`src/rtl/fb_scan_reader.sv`:
```
// Framebuffer scan-out reader: walks one H_RES x V_RES frame from a base address over a
// single-port bram read port and presents the pixels as a valid/ready stream with line/frame tags.
module fb_scan_reader #(
  parameter int ADDR_WIDTH = 12,
  parameter int DATA_WIDTH = 24,
  parameter int H_RES      = 64,
  parameter int V_RES      = 64
) (
  input  logic                  clk,
  input  logic                  rst,
  input  logic                  start,
  input  logic [ADDR_WIDTH-1:0] base_addr,
  output logic                  busy,
  output logic                  done,
  output logic                  mem_cen,
  output logic                  mem_wen,
  output logic [ADDR_WIDTH-1:0] mem_addr,
  input  logic [DATA_WIDTH-1:0] mem_dout,
  output logic                  pix_valid,
  input  logic                  pix_ready,
  output logic [DATA_WIDTH-1:0] pix_data,
  output logic                  pix_eol,
  output logic                  pix_last
);

  localparam int TOTAL = H_RES * V_RES;
  localparam int KW    = (TOTAL > 1) ? $clog2(TOTAL) : 1;
  localparam int XW    = (H_RES > 1) ? $clog2(H_RES) : 1;
  localparam int YW    = (V_RES > 1) ? $clog2(V_RES) : 1;

  localparam logic [KW-1:0] K_LAST = KW'(TOTAL - 1);
  localparam logic [XW-1:0] X_LAST = XW'(H_RES - 1);
  localparam logic [YW-1:0] Y_LAST = YW'(V_RES - 1);

  typedef enum logic [1:0] {
    ST_IDLE  = 2'd0,
    ST_RUN   = 2'd1,
    ST_DRAIN = 2'd2
  } state_e;

  state_e                  state_q;
  logic                    busy_q;
  logic                    done_q;
  logic [ADDR_WIDTH-1:0]   next_addr_q;
  logic [ADDR_WIDTH-1:0]   last_addr_q;
  logic [KW-1:0]           k_q;
  logic [XW-1:0]           x_q;
  logic [YW-1:0]           y_q;
  logic                    pend_q;
  logic                    pend_eol_q;
  logic                    pend_last_q;

  logic [DATA_WIDTH-1:0]   fifo_data_q [2];
  logic [1:0]              fifo_eol_q;
  logic [1:0]              fifo_last_q;
  logic                    rd_ptr_q;
  logic                    wr_ptr_q;
  logic [1:0]              occ_q;
  logic [1:0]              occ_d;

  logic                    pop_s;
  logic                    issue_s;
  logic                    eol_s;
  logic                    last_s;
  logic                    last_issue_s;
  logic                    head_last_s;
  logic [2:0]              demand_s;

  // Issue a read only if the FIFO can still hold it once every in-flight read has landed.
  always_comb begin
    pop_s        = 1'b0;
    demand_s     = 3'd0;
    issue_s      = 1'b0;
    eol_s        = 1'b0;
    last_s       = 1'b0;
    last_issue_s = 1'b0;
    head_last_s  = 1'b0;
    occ_d        = occ_q;

    pop_s    = (occ_q != 2'd0) && pix_ready;
    demand_s = {1'b0, occ_q} + {2'b00, pend_q} + 3'd1 - {2'b00, pop_s};
    if (state_q == ST_RUN) begin
      issue_s = (demand_s <= 3'd2);
    end else begin
      issue_s = 1'b0;
    end

    eol_s        = (x_q == X_LAST);
    last_s       = eol_s && (y_q == Y_LAST);
    last_issue_s = issue_s && (k_q == K_LAST);
    head_last_s  = fifo_last_q[rd_ptr_q];

    case ({pend_q, pop_s})
      2'b10:   occ_d = occ_q + 2'd1;
      2'b01:   occ_d = occ_q - 2'd1;
      default: occ_d = occ_q;
    endcase
  end

  // Frame sequencing, read-address generation and raster position tagging.
  always_ff @(posedge clk) begin
    if (rst) begin
      state_q     <= ST_IDLE;
      busy_q      <= 1'b0;
      done_q      <= 1'b0;
      next_addr_q <= {ADDR_WIDTH{1'b0}};
      last_addr_q <= {ADDR_WIDTH{1'b0}};
      k_q         <= {KW{1'b0}};
      x_q         <= {XW{1'b0}};
      y_q         <= {YW{1'b0}};
      pend_q      <= 1'b0;
      pend_eol_q  <= 1'b0;
      pend_last_q <= 1'b0;
    end else begin
      done_q      <= 1'b0;
      pend_q      <= issue_s;
      pend_eol_q  <= eol_s;
      pend_last_q <= last_s;

      if (issue_s) begin
        last_addr_q <= next_addr_q;
        next_addr_q <= next_addr_q + ADDR_WIDTH'(1);
        k_q         <= k_q + KW'(1);
        if (eol_s) begin
          x_q <= {XW{1'b0}};
          y_q <= last_s ? {YW{1'b0}} : y_q + YW'(1);
        end else begin
          x_q <= x_q + XW'(1);
        end
      end

      case (state_q)
        ST_IDLE: begin
          if (start) begin
            state_q     <= ST_RUN;
            busy_q      <= 1'b1;
            next_addr_q <= base_addr;
            k_q         <= {KW{1'b0}};
            x_q         <= {XW{1'b0}};
            y_q         <= {YW{1'b0}};
          end
        end
        ST_RUN: begin
          if (last_issue_s) begin
            state_q <= ST_DRAIN;
          end
        end
        ST_DRAIN: begin
          if (pop_s && head_last_s) begin
            state_q <= ST_IDLE;
            busy_q  <= 1'b0;
            done_q  <= 1'b1;
          end
        end
        default: begin
          state_q <= ST_IDLE;
          busy_q  <= 1'b0;
        end
      endcase
    end
  end

  // Two-entry output FIFO; a read lands here exactly one cycle after it was issued.
  always_ff @(posedge clk) begin
    if (rst) begin
      fifo_data_q[0] <= {DATA_WIDTH{1'b0}};
      fifo_data_q[1] <= {DATA_WIDTH{1'b0}};
      fifo_eol_q     <= 2'b00;
      fifo_last_q    <= 2'b00;
      rd_ptr_q       <= 1'b0;
      wr_ptr_q       <= 1'b0;
      occ_q          <= 2'd0;
    end else begin
      if (pend_q) begin
        fifo_data_q[wr_ptr_q] <= mem_dout;
        fifo_eol_q[wr_ptr_q]  <= pend_eol_q;
        fifo_last_q[wr_ptr_q] <= pend_last_q;
        wr_ptr_q              <= ~wr_ptr_q;
      end
      if (pop_s) begin
        rd_ptr_q <= ~rd_ptr_q;
      end
      occ_q <= occ_d;
    end
  end

  assign busy      = busy_q;
  assign done      = done_q;
  assign mem_cen   = ~issue_s;
  assign mem_wen   = 1'b0;
  assign mem_addr  = issue_s ? next_addr_q : last_addr_q;
  assign pix_valid = (occ_q != 2'd0);
  assign pix_data  = fifo_data_q[rd_ptr_q];
  assign pix_eol   = fifo_eol_q[rd_ptr_q];
  assign pix_last  = head_last_s;

endmodule

```
`config.mk`:
```
export PLATFORM = sky130hd
export DESIGN_NAME = fb_scan_reader
export DESIGN_NICKNAME = d
export VERILOG_FILES = /design/src/rtl/fb_scan_reader.sv
export SDC_FILE = /design/constraint.sdc
export NUM_CORES = 1
export LEC_CHECK = 0
export CAP_MARGIN = 15
export CORE_ASPECT_RATIO = 0.6
export CORE_MARGIN = 10
export CORE_UTILIZATION = 48
export DETAILED_ROUTE_END_ITERATION = 16
export PLACE_DENSITY = 0.76
export SYNTH_ARGS = -nofsm -noshare
export SYNTH_HDL_FRONTEND = slang
export SYNTH_SLANG_ARGS = --single-unit
```
`constraint.sdc`:
```
create_clock -name clk -period 3.5 [get_ports clk]
set_input_delay 0.875 -clock clk [delete_from_list [all_inputs] [get_ports clk]]
set_output_delay 0.875 -clock clk [all_outputs]
set_load 0.005 [all_outputs]
```
======== Yosys cells after proc, flatten, opt, wreduce, memory -nomap -nowiden ========
Memory sizes are Yosys's and may differ from the RTL's. A register that Yosys moved wholly into a read port is not among the register bits.
Index checks and enable logic that the tools add are counted.
word-level totals
  bits in registers ....................... 63
  bits in writable memories ............... 48
  input port bits ......................... 40
  output and inout port bits .............. 43
  memories kept ........................... 1
memories
  memory       depth  bits a word  rd ports  clocked after memory_dff  write ports  line  RTL
  fifo_data_q  2      24           1         1                         2            53    logic [DATA_WIDTH-1:0] fifo_data_q [2];
operators by class
  $add $sub $neg .......................... 9
  order comparisons ....................... 4
  equality and inequality tests ........... 10
  muxes and demuxes ....................... 44
  bitwise logic cells ..................... 5
  reductions and logical operators ........ 12
operator list
  operator                 number
  $mux W12                 7
  $mux W6                  9
  $add A12 B1 Y12 const B  2
  $mux W24                 1
  $reduce_or A24 Y1        1
  $mux W1                  18
  $add A6 B1 Y6 const B    2
  $eq A12 B12 Y1 const B   1
  $eq A6 B6 Y1 const B     2
  $mux W2                  3
  $ne A2 B2 Y1 const B     3
  $pmux W2 S3              1
  $reduce_and A3 Y1        2
  $logic_and A1 B1 Y1      5
  $not A1 Y1               5
  $bwmux W2                2
  $eq A2 B1 Y1 const B     2
  $eq A2 B2 Y1 const B     2
  $lt A1 B2 Y1 const B     2
  $pmux W2 S2              1
  $reduce_bool A2 Y1       2
  $add A2 B1 Y3            1
  $add A3 B1 Y3 const B    1
  $le A3 B2 Y1 const B     1
  8 further kinds          8

======== Depth between registers and ports, before layout ========
  depth after elaboration ................. 8
  depth in mapped cells ................... 13
  mapped depth without buffers ............ 10

======== Least setup slack after synthesis ========
OpenSTA, ideal clock, no wires.
  path type ............................... in2out
  start ................................... in pix_ready
  end ..................................... out mem_addr[10]
  arrival ................................. 2.601 ns
  slack ................................... 0.024 ns
  stages .................................. 10
  path buffers ............................ 2
  path through ............................ nand2_1 -> fa_1 -> inv_1 -> ha_1 -> nor3b_2 -> o21a_4 -> buf_8 -> inv_6 -> buf_6 -> mux2_2
on the way
  longest elaborated chain between the ends .. 5
ends and longest elaborated chain
  item                 line  RTL
  from (decl)          20    input logic pix_ready,
  $logic_and A1 B1 Y1  80    pop_s = (occ_q != 2'd0) && pix_ready;
  $sub A3 B1 Y3        81    demand_s = {1'b0, occ_q} + {2'b00, pend_q} + 3'd1 - {2'b00, pop_s};
  $le A3 B2 Y1         83    issue_s = (demand_s <= 3'd2);
  $mux W1              82    if (state_q == ST_RUN) begin
  $mux W12             191   assign mem_addr = issue_s ? next_addr_q : last_addr_q;
  to (decl)            17    output logic [ADDR_WIDTH-1:0] mem_addr,
Every way passes these cells.

======== Worst setup path in the final report ========
  start ................................... in pix_ready
  end ..................................... out mem_addr[9]
Same word-level chain as after synthesis.

==> results.toml <==
[worst_setup_path]
cpPeakStageDelay_ns = 0.36
critPathKind = "primary input to output port"
crit_fanout = 5
worstPathArrival_ns = 2.66
cpMaxStageDelayCell = "fa_2"
critPathRequiredTime_ns = 2.62
crit_path_frequent_cell = "buf_6"
worst_setup_path_end_kind = "output port"
path_cells = "buf_6 -> nand2_4 -> fa_2 -> buf_6 -> ha_4 -> nor3b_4 -> o21a_4 -> inv_8 -> buf_12 -> mux2_4 -> buf_6"
cp-start-kind = "primary input"

[clocking]
clk-insertion-delay-late_ns = 0.35
cts_root_buffer = "clkbuf_16"
hold_buffers = 0
htree_levels = 3
cts.sink_count = 112
ctsLongestPathBuffers = 2
numCtsBuffers = 9
cts.clk_slew.worst_paths_ns = 0.07
cts_tree = "done"

[sta]
setup_ws_ns = -0.0308
report.final.hold_viol_count = 0
maxSlewHeadroom_pct = 45.1
rsz0062_at_grt = "true"
max_freq_mhz = 283
setup_viol = 12
period_share_pct = 101
final.min_clock_period_ns = 3.53
fin_setup_tns_ns = -0.252
fin_skew_ns = 0.00686
slew_viol_final = 0
worst_pin_slew_ns = 0.822

[global_route]
grt-ovfl-total = 0
grt_pass1_wl_mm = 20.0
antenna_found_initial = 1
grt_max_degree = 28
track_usage_pct = 16.0
grt_pass1_vias = 3821

[synthesis]
ys_warn_count = 0
synthDistinctLibCells = 57
ys_ff_latch = 112
synth_top_area_share_pct = 28.1
syn_inst = 456
yosys.area.top_type = "edfxtp_1"
synthFlopType = "dfxtp_1"
yosysMostFrequentCell = "dfxtp_1"
syn_area_mm2 = 0.00513
synth_area_leaders = "edfxtp_1 (28%), dfxtp_1 (25%), mux2_2 (8.3%)"
yosys-top-cells-count = "dfxtp_1 (64), and2_1 (52), edfxtp_1 (48)"
synth_fp_nets = 504
synth_edf_count = 48
avgSynthCellArea_um2 = 11.2
ys_seq_area_share_pct = 53.1
async_flop_share_pct = 0

[floorplanning]
io_pins = 83
dieArea_mm2 = 0.0154
initial_core_util_pct = 48.9
fp.coreArea_mm2 = 0.0105
num_rows = 29
die_w_um = 153
die_y_um = 100

[pwr]
seqPwrFrac_pct = 42.7
peakVddDrop_mv = 0.272
p_leak_uw = 0.00254
swShare_pct = 27.3
combPwrFrac_pct = 28.3
internal-power_uw = 2590
p_clk_share_pct = 29.0
net-switching-power_uw = 974
power_density_mw_per_mm2 = 535

[finish]
syn_to_final_growth_pct = 29.9
drive_gt1_share_pct = 21.1
nFillCells = 795
fin_nets = 603

[route]
ant_nets = 0
vias_per_cell = 5.41
drc = 0
dr.pass1.iters = 5
dr.first_iter.drc_count = 331
wl_per_cell_um = 18.0
drt_wl_total_mm = 12.6
vias = 3790

[flow_run]
cap_violations = 0

[placed_design]
io_buffers = 81
pre_cts_ws_ns = -0.805
dp_hpwl_mm = 8.76
gp_congestion = 0.824

[status]
violations = "setup timing"
outcome = "finished, violations left"

[hold_path]
hp-class = "register to register"
## kinds of logic after synthesis
logic type                 Yosys count  synth area share, %
AOI/OAI and AO/OA                   64                 9.00
xor gates and xnor gates            24                 4.10
adders and majority gates            8                 2.10
buffers and inverters               39                 4.00
DFF                                112                 53.1
muxes                               41                 8.93
other                                1               0.0731
and+or+nand+nor                    167                 18.7
## cell type report
cell class,count,area [um2],share of cell area [%]
sequential,112,2720,40.9
tap,139,174,2.61
antenna,1,2.50,0.0376
multi-input combinational,305,2300,34.5
timing repair buffer,115,1120,16.8
inverter,12,52.6,0.789
clock inverter,6,66.3,0.995
clock buffer,10,229,3.44
## placed cells by master, fill, tap and decap left out, types with 3 or more instances in the layout
master / synthesis / layout
clkdlybuf4s50_1: 0 / 67
dfxtp_1: 64 / 64
and2_1: 52 / 52
edfxtp_1: 48 / 48
nor2_1: 30 / 30
buf_4: 2 / 29
mux2_2: 38 / 26
nand2_1: 21 / 20
xor2_1: 19 / 19
buf_6: 4 / 16
a21oi_1: 13 / 13
mux2_4: 0 / 12
nor2b_1: 12 / 12
o211ai_1: 11 / 11
o21ai_0: 11 / 11
inv_1: 11 / 10
clkbuf_16: 0 / 9
o2111ai_1: 8 / 8
nor3_1: 9 / 7
nand3_1: 6 / 6
or3_1: 6 / 6
xnor2_1: 5 / 5
ha_1: 7 / 5
a22o_1: 4 / 4
and3_1: 4 / 4
and4b_1: 4 / 4
a211oi_1: 4 / 4
nor4_1: 3 / 3
mux2i_1: 3 / 3
a311oi_1: 3 / 3
## path summary, 6_finish.rpt
check,start,end,slack [ns],cells past startpoint
worst max-delay path,pix_ready,mem_addr[9],-0.03,11
worst min-delay path,pend_eol_q,fifo_eol_q[1],0.48,1
worst max register to register,occ_q[1],next_addr_q[11],0.24,16
worst min register to register,pend_eol_q,fifo_eol_q[1],0.48,1
## power by group through the flow
| stage | Combinational (uW) | Sequential [uW] | Clock (uW) |
|---|---|---|---|
| final | 1010 | 1520 | 1030 |
| after global routing | 1090 | 1540 | 1100 |
| after CTS | 991 | 1520 | 1050 |
| after detailed placement | 835 | 1550 | 0 |
| after global placement | 817 | 1550 | 0 |
| after floorplan | 461 | 1540 | 0 |
## flip-flops by register name, indices dropped and copies added (netlist names), named ones only
name         count
pend_q           1
last_addr_q     12
occ_q            2
x_q              6
y_q              6
k_q             12
pend_eol_q       1
fifo_last_q      2
fifo_data_q     48
busy             1
done             1
rd_ptr_q         1
state_q          2
wr_ptr_q         1
next_addr_q     12
pend_last_q      1
fifo_eol_q       2
## routing by layer
metal,wire length [um],GRT usage [%]
met5,0,0
met4,151,5.13
met3,919,5.38
met2,5920,25.2
met1,5580,20.5
## critical path, delay by kind of cell
family | cells | cell delay, ns
compound gates | 1 | 0.20
buf+inv | 5 | 0.51
mux | 1 | 0.31
simple gates | 2 | 0.23
fa+ha+maj | 2 | 0.52
## metrics by stage
step	instances	area, um2	utilization [%]	hold WS [ns]	total power (uW)
global placement	670	6120	58.4	0.452	2360
detailed placement	670	6120	58.4	0.457	2390
CTS	699	6650	63.4	0.480	3560
finish	700	6660	63.5	0.481	3560
global route	699	6660	63.5	0.498	3720
floorplan	456	5130	-	0.443	2000
## what timing repair did
item                                    in CTS  in global routing
pin swaps                                    5                  7
resized for setup                           89                  1
gates cloned                                 0                  0
setup buffers                               13                  1
endpoints found under the setup margin      13                 17
Note: power is estimated with default switching activity, not from simulation.
